==> src/rtl/csel_adder_pipe.sv <==
// Pipelined carry-select adder/subtractor: SEG-bit carry-select segments, a register stage every
// SPS segments, valid/ready handshake with a single global advance signal stalling the whole pipe.
module csel_adder_pipe #(
  parameter int unsigned WIDTH = 16,
  parameter int unsigned SEG   = 4,
  parameter int unsigned SPS   = 1
) (
  input  logic             clk,
  input  logic             rst_n,
  input  logic             in_valid,
  output logic             in_ready,
  input  logic [WIDTH-1:0] in_a,
  input  logic [WIDTH-1:0] in_b,
  input  logic             in_cin,
  input  logic             in_sub,
  output logic             out_valid,
  input  logic             out_ready,
  output logic [WIDTH-1:0] out_sum,
  output logic             out_cout,
  output logic             out_ovf
);

  localparam int unsigned NSEG   = WIDTH / SEG;
  localparam int unsigned NSTAGE = NSEG / SPS;

  if (WIDTH % SEG != 0) begin : g_bad_seg
    $fatal(1, "csel_adder_pipe: WIDTH must be a multiple of SEG");
  end
  if (NSEG % SPS != 0) begin : g_bad_sps
    $fatal(1, "csel_adder_pipe: WIDTH/SEG must be a multiple of SPS");
  end

  // Operands travel with the partial result; a and b hold B already inverted for subtract.
  typedef struct packed {
    logic             vld;
    logic [WIDTH-1:0] a;
    logic [WIDTH-1:0] b;
    logic [WIDTH-1:0] s;
    logic             c;
  } stage_t;

  stage_t [NSTAGE-1:0] st_q, st_d;
  stage_t              st_in;
  logic                ovf_q, ovf_d;
  logic                adv;

  function automatic logic [SEG:0] seg_add(input logic [SEG-1:0] a, input logic [SEG-1:0] b,
                                           input logic cin);
    return {1'b0, a} + {1'b0, b} + {{SEG{1'b0}}, cin};
  endfunction

  // Resolve the SPS segments owned by stage k: both carry hypotheses per segment, then select.
  function automatic stage_t resolve(input stage_t in, input int unsigned k);
    stage_t         o;
    logic [SEG:0]   p0;
    logic [SEG:0]   p1;
    int unsigned    base;
    o = in;
    for (int unsigned j = 0; j < SPS; j++) begin
      base = (k * SPS + j) * SEG;
      p0 = seg_add(in.a[base +: SEG], in.b[base +: SEG], 1'b0);
      p1 = seg_add(in.a[base +: SEG], in.b[base +: SEG], 1'b1);
      o.s[base +: SEG] = o.c ? p1[SEG-1:0] : p0[SEG-1:0];
      o.c              = o.c ? p1[SEG] : p0[SEG];
    end
    return o;
  endfunction

  assign adv      = !st_q[NSTAGE-1].vld || out_ready;
  assign in_ready = adv && rst_n;

  always_comb begin
    st_in.vld = in_valid && in_ready;
    st_in.a   = in_a;
    st_in.b   = in_sub ? ~in_b : in_b;
    st_in.s   = '0;
    st_in.c   = in_sub | in_cin;
  end

  always_comb begin
    st_d  = st_q;
    ovf_d = ovf_q;
    if (adv) begin
      st_d[0] = resolve(st_in, 0);
      for (int unsigned k = 1; k < NSTAGE; k++) begin
        st_d[k] = resolve(st_q[k-1], k);
      end
      // Carry into the MSB is recovered from the MSB sum bit and its operand bits.
      ovf_d = st_d[NSTAGE-1].a[WIDTH-1] ^ st_d[NSTAGE-1].b[WIDTH-1] ^
              st_d[NSTAGE-1].s[WIDTH-1] ^ st_d[NSTAGE-1].c;
    end
  end

  always_ff @(posedge clk) begin
    if (!rst_n) begin
      st_q  <= '0;
      ovf_q <= 1'b0;
    end else begin
      st_q  <= st_d;
      ovf_q <= ovf_d;
    end
  end

  assign out_valid = st_q[NSTAGE-1].vld;
  assign out_sum   = st_q[NSTAGE-1].s;
  assign out_cout  = st_q[NSTAGE-1].c;
  assign out_ovf   = ovf_q;

endmodule

==> config.mk <==
export PLATFORM = sky130hd
export DESIGN_NAME = csel_adder_pipe
export DESIGN_NICKNAME = d
export VERILOG_FILES = /design/src/rtl/csel_adder_pipe.sv
export SDC_FILE = /design/constraint.sdc
export NUM_CORES = 1
export LEC_CHECK = 0
export CORE_UTILIZATION = 40
export CTS_CLUSTER_DIAMETER = 120
export DETAILED_ROUTE_END_ITERATION = 8
export PLACE_DENSITY_LB_ADDON = 0.12
export RECOVER_POWER = 50
export SYNTH_ARGS = -nofsm -noshare
export SYNTH_HDL_FRONTEND = slang
export SYNTH_SLANG_ARGS = --single-unit
==> constraint.sdc <==
create_clock -name clk -period 3.2 [get_ports clk]
set_clock_uncertainty 0.1 [all_clocks]
set_input_delay 0.64 -clock clk [delete_from_list [all_inputs] [get_ports clk]]
set_output_delay 0.64 -clock clk [all_outputs]
set_load 0.05 [all_outputs]
==> impl_metrics.py <==
metrics = {
    "clocking": {
        "clk_latency_ns": 0.36,
        "cts_root_buffer": "clkbuf_8",
        "holdBufCountCts": 0,
        "ctsLongestPathBuffers": 2,
        "cts_setup_buffers": 0,
        "cts_tree": "done",
        "cts_htree_levels": 3,
        "numCtsBuffers": 9,
        "clk_pin_slew_ns": 0.09,
        "cts_sinks": 97,
        "cts_resized": 0,
    },
    "job": {
        "cap_violations": 0,
    },
    "floorplan": {
        "ios": 58,
        "die_w_microns": 107,
        "fp.dieH_microns": 107,
        "start_util_pct": 42.0,
        "die_area_sq_um": 11500,
        "rows": 37,
        "core_area_sq_um": 10500,
    },
    "synthesis": {
        "synth_edf_count": 0,
        "synthesis.nets": 593,
        "synth_warnings": 0,
        "syn_inst": 531,
        "yosysSeqAreaShare_pct": 44.0,
        "synth_ff_type": "dfxtp_1",
        "synth_area_per_cell_sq_um": 8.31,
        "syn_area_sq_um": 4410,
        "ys_types": 34,
        "ys_seq_elements": 97,
        "synthArstFlopShare_pct": 0,
    },
    "worst_hold_path": {
        "hold_end": "out_sum[8]",
        "hold_class": "flip-flop to flip-flop",
        "hold_depth": 2,
        "min_from": "out_sum[8]",
    },
    "sta": {
        "setup-tns-final_ns": 0,
        "final.setup.worst_slack_ns": 0.500,
        "setup_viol": 0,
        "rsz0062_at_grt": "false",
        "max_freq_ghz": 0.370,
        "finalHoldViolations": 0,
        "worstMarginPinSlew_ns": 1.10,
        "post-route-min-period_ns": 2.70,
        "relSlewSlack_pct": 26.7,
        "timing.final.crit_share_pct": 84.4,
        "drv_slew": 0,
    },
    "placement": {
        "place_congestion": 0.736,
        "io_buffer_count": 57,
        "hpwl_microns": 6010,
        "pre_cts_slack_ns": 0.121,
    },
    "worst_setup_path": {
        "critPathTopFamily": "adder cells",
        "critPathRequiredTime_ns": 3.40,
        "cp_slowest_cell": "clkdlybuf4s50_1",
        "rr_worst_depth": 8,
        "critPathMaxStageDelay_ns": 0.53,
        "path_buf_inv": 3,
        "crit_arrival_ns": 2.90,
        "path_class": "input pin to flip-flop",
        "start_kind": "input pin",
        "end_kind": "flip-flop",
        "r2r-start": "st_q[129]",
        "reg2reg_slack_ns": 0.65,
        "path_cells": "clkdlybuf4s50_1, xor2_1, ha_1, inv_1, fa_1, inv_1, ha_1, o21ai_0, nor2_1, a211o_1, nand3_1",
        "r2r_end": "out_ovf",
        "crit_path_max_fanout": 3,
    },
    "power_and_ir_drop": {
        "internal-power_uw": 1770,
        "cellLeakagePower_uw": 0.00201,
        "pwr-share-comb_pct": 16.2,
        "irDropWorstVdd_uv": 214,
        "switching_power_uw": 709,
        "netSwitchingFraction_pct": 28.6,
        "clock_power_share_pct": 29.8,
        "pwr-share-seq_pct": 54.0,
        "power_density_nw_per_um2": 481,
    },
    "drt": {
        "num_vias": 3489,
        "wl_per_cell_microns": 12.8,
        "drcViolationCount": 0,
        "first_pass_iters": 4,
        "via_per_inst": 4.99,
        "routed_wl_microns": 8930,
        "drt_iter0_drc": 198,
        "final_antenna_net_count": 0,
    },
    "outcome": {
        "outcome": "completed",
    },
    "finish": {
        "area_delta_synth_final_pct": 17.1,
        "fill_cells": 1064,
        "nets": 620,
        "drive_above_1_share_pct": 5.33,
        "antenna_cells": 0,
    },
    "global_routing": {
        "grt-ovfl-total": 0,
        "antenna_found_initial": 0,
        "grt_pass1_wl_microns": 15000,
        "grt_pass1_vias": 3258,
        "grt_use_total_pct": 16.5,
        "grt_max_degree": 117,
    },
}
-- per-layer routing --
layer / routed length, microns / global-route usage, % / vias to the layer above
met4: 116 / 6.75 / 0
li1: - / - / 1819
met1: 4160 / 20.5 / 1608
met5: 0 / 0 / -
met3: 286 / 2.37 / 10
met2: 4360 / 28.3 / 52
-- tightest hold or removal path, delay by kind of cell (launching register included) --
| family | cells | cell delay (ns) |
|---|---|---|
| compound gates | 1 | 0.05 |
| simple gates | 1 | 0.05 |
| flops | 1 | 0.32 |
-- registers in the layout (all words and copies together), names as in the netlist --
signal     cells
out_sum       16
out_valid      1
st_q          78
out_ovf        1
out_cout       1
-- cell usage after synthesis, drive strengths merged, types with 2 or more instances --
cell | number | share of area (%)
ha | 20 | 5.7
buf | 20 | 3.1
a211oi | 24 | 4.1
xnor2 | 24 | 4.8
clkbuf | 29 | 2.9
nor2 | 34 | 2.9
nand4 | 3 | 0.43
inv | 7 | 0.60
a21o | 8 | 1.4
a211o | 2 | 0.40
dfxtp | 97 | 44
mux2i | 3 | 0.68
o21ai | 3 | 0.34
a21oi | 76 | 8.6
a2111oi | 2 | 0.68
xor2 | 12 | 2.4
nor3 | 2 | 0.23
fa | 4 | 1.8
nand3 | 11 | 1.2
o211ai | 2 | 0.34
nand2 | 139 | 12
-- kinds of logic after synthesis --
family                   Yosys count  share of synthesized area, %
multiplexers                       3                         0.681
AO/OA/AOI/OAI                    119                          16.3
XOR/XNOR                          36                          7.15
buffers and inverters             56                          6.64
flip-flops                        97                          44.0
adder cells (fa/ha/maj)           24                          7.49
AND/OR/NAND/NOR                  196                          17.8
-- final cells by class --
| class | instances | area, sq um | area share [%] |
|---|---|---|---|
| Multi-Input combinational cell | 378 | 2190 | 42.4 |
| Clock inverter | 6 | 51.3 | 0.993 |
| Sequential cell | 97 | 1940 | 37.6 |
| Tap cell | 136 | 170 | 3.29 |
| Inverter | 7 | 26.3 | 0.509 |
| Timing Repair Buffer | 65 | 657 | 12.7 |
| Clock buffer | 10 | 128 | 2.47 |
-- cells in the final DEF (no fill, tap or decap), types with 4 or more instances in the layout --
| master | instances |
|---|---|
| nand3_1 | 11 |
| a21o_1 | 6 |
| dfxtp_1 | 97 |
| xor2_1 | 12 |
| clkbuf_8 | 9 |
| xnor2_1 | 24 |
| clkdlybuf4s50_1 | 55 |
| nand2_1 | 139 |
| inv_1 | 6 |
| a21oi_1 | 76 |
| fa_1 | 4 |
| ha_1 | 20 |
| a211oi_1 | 24 |
| nor2_1 | 34 |
-- power groups by stage --
| stage | sequential [uW] | clock [uW] | combinational (uW) |
|---|---|---|---|
| CTS | 1340 | 765 | 412 |
| global placement | 1370 | 0 | 401 |
| detailed placement | 1370 | 0 | 409 |
| global route | 1350 | 812 | 451 |
| floorplan | 1360 | 0 | 285 |
| finish | 1340 | 739 | 403 |
-- how the worst max path moves through the flow --
stage / start / to / cells after the start
global route: in_sub / st_q[2] / 11
detailed placement: in_sub / st_q[0] / 11
global placement: in_sub / st_q[0] / 11
finish: in_sub / st_q[0] / 11
CTS: in_sub / st_q[0] / 11
floorplan: in_sub / st_q[0] / 12
-- per-stage QoR --
step | hold slack [ns] | utilization (%) | cells | cell area (sq um) | total power (uW)
after floorplan | 0.332 | - | 531 | 4410 | 1640
after global placement | 0.341 | 47.5 | 683 | 4990 | 1770
after detailed placement | 0.343 | 47.5 | 683 | 4990 | 1780
after CTS | 0.358 | 49.2 | 699 | 5170 | 2520
after global routing | 0.373 | 49.1 | 699 | 5160 | 2620
final | 0.352 | 49.1 | 699 | 5160 | 2480
Note: power is estimated with default switching activity, not from simulation.
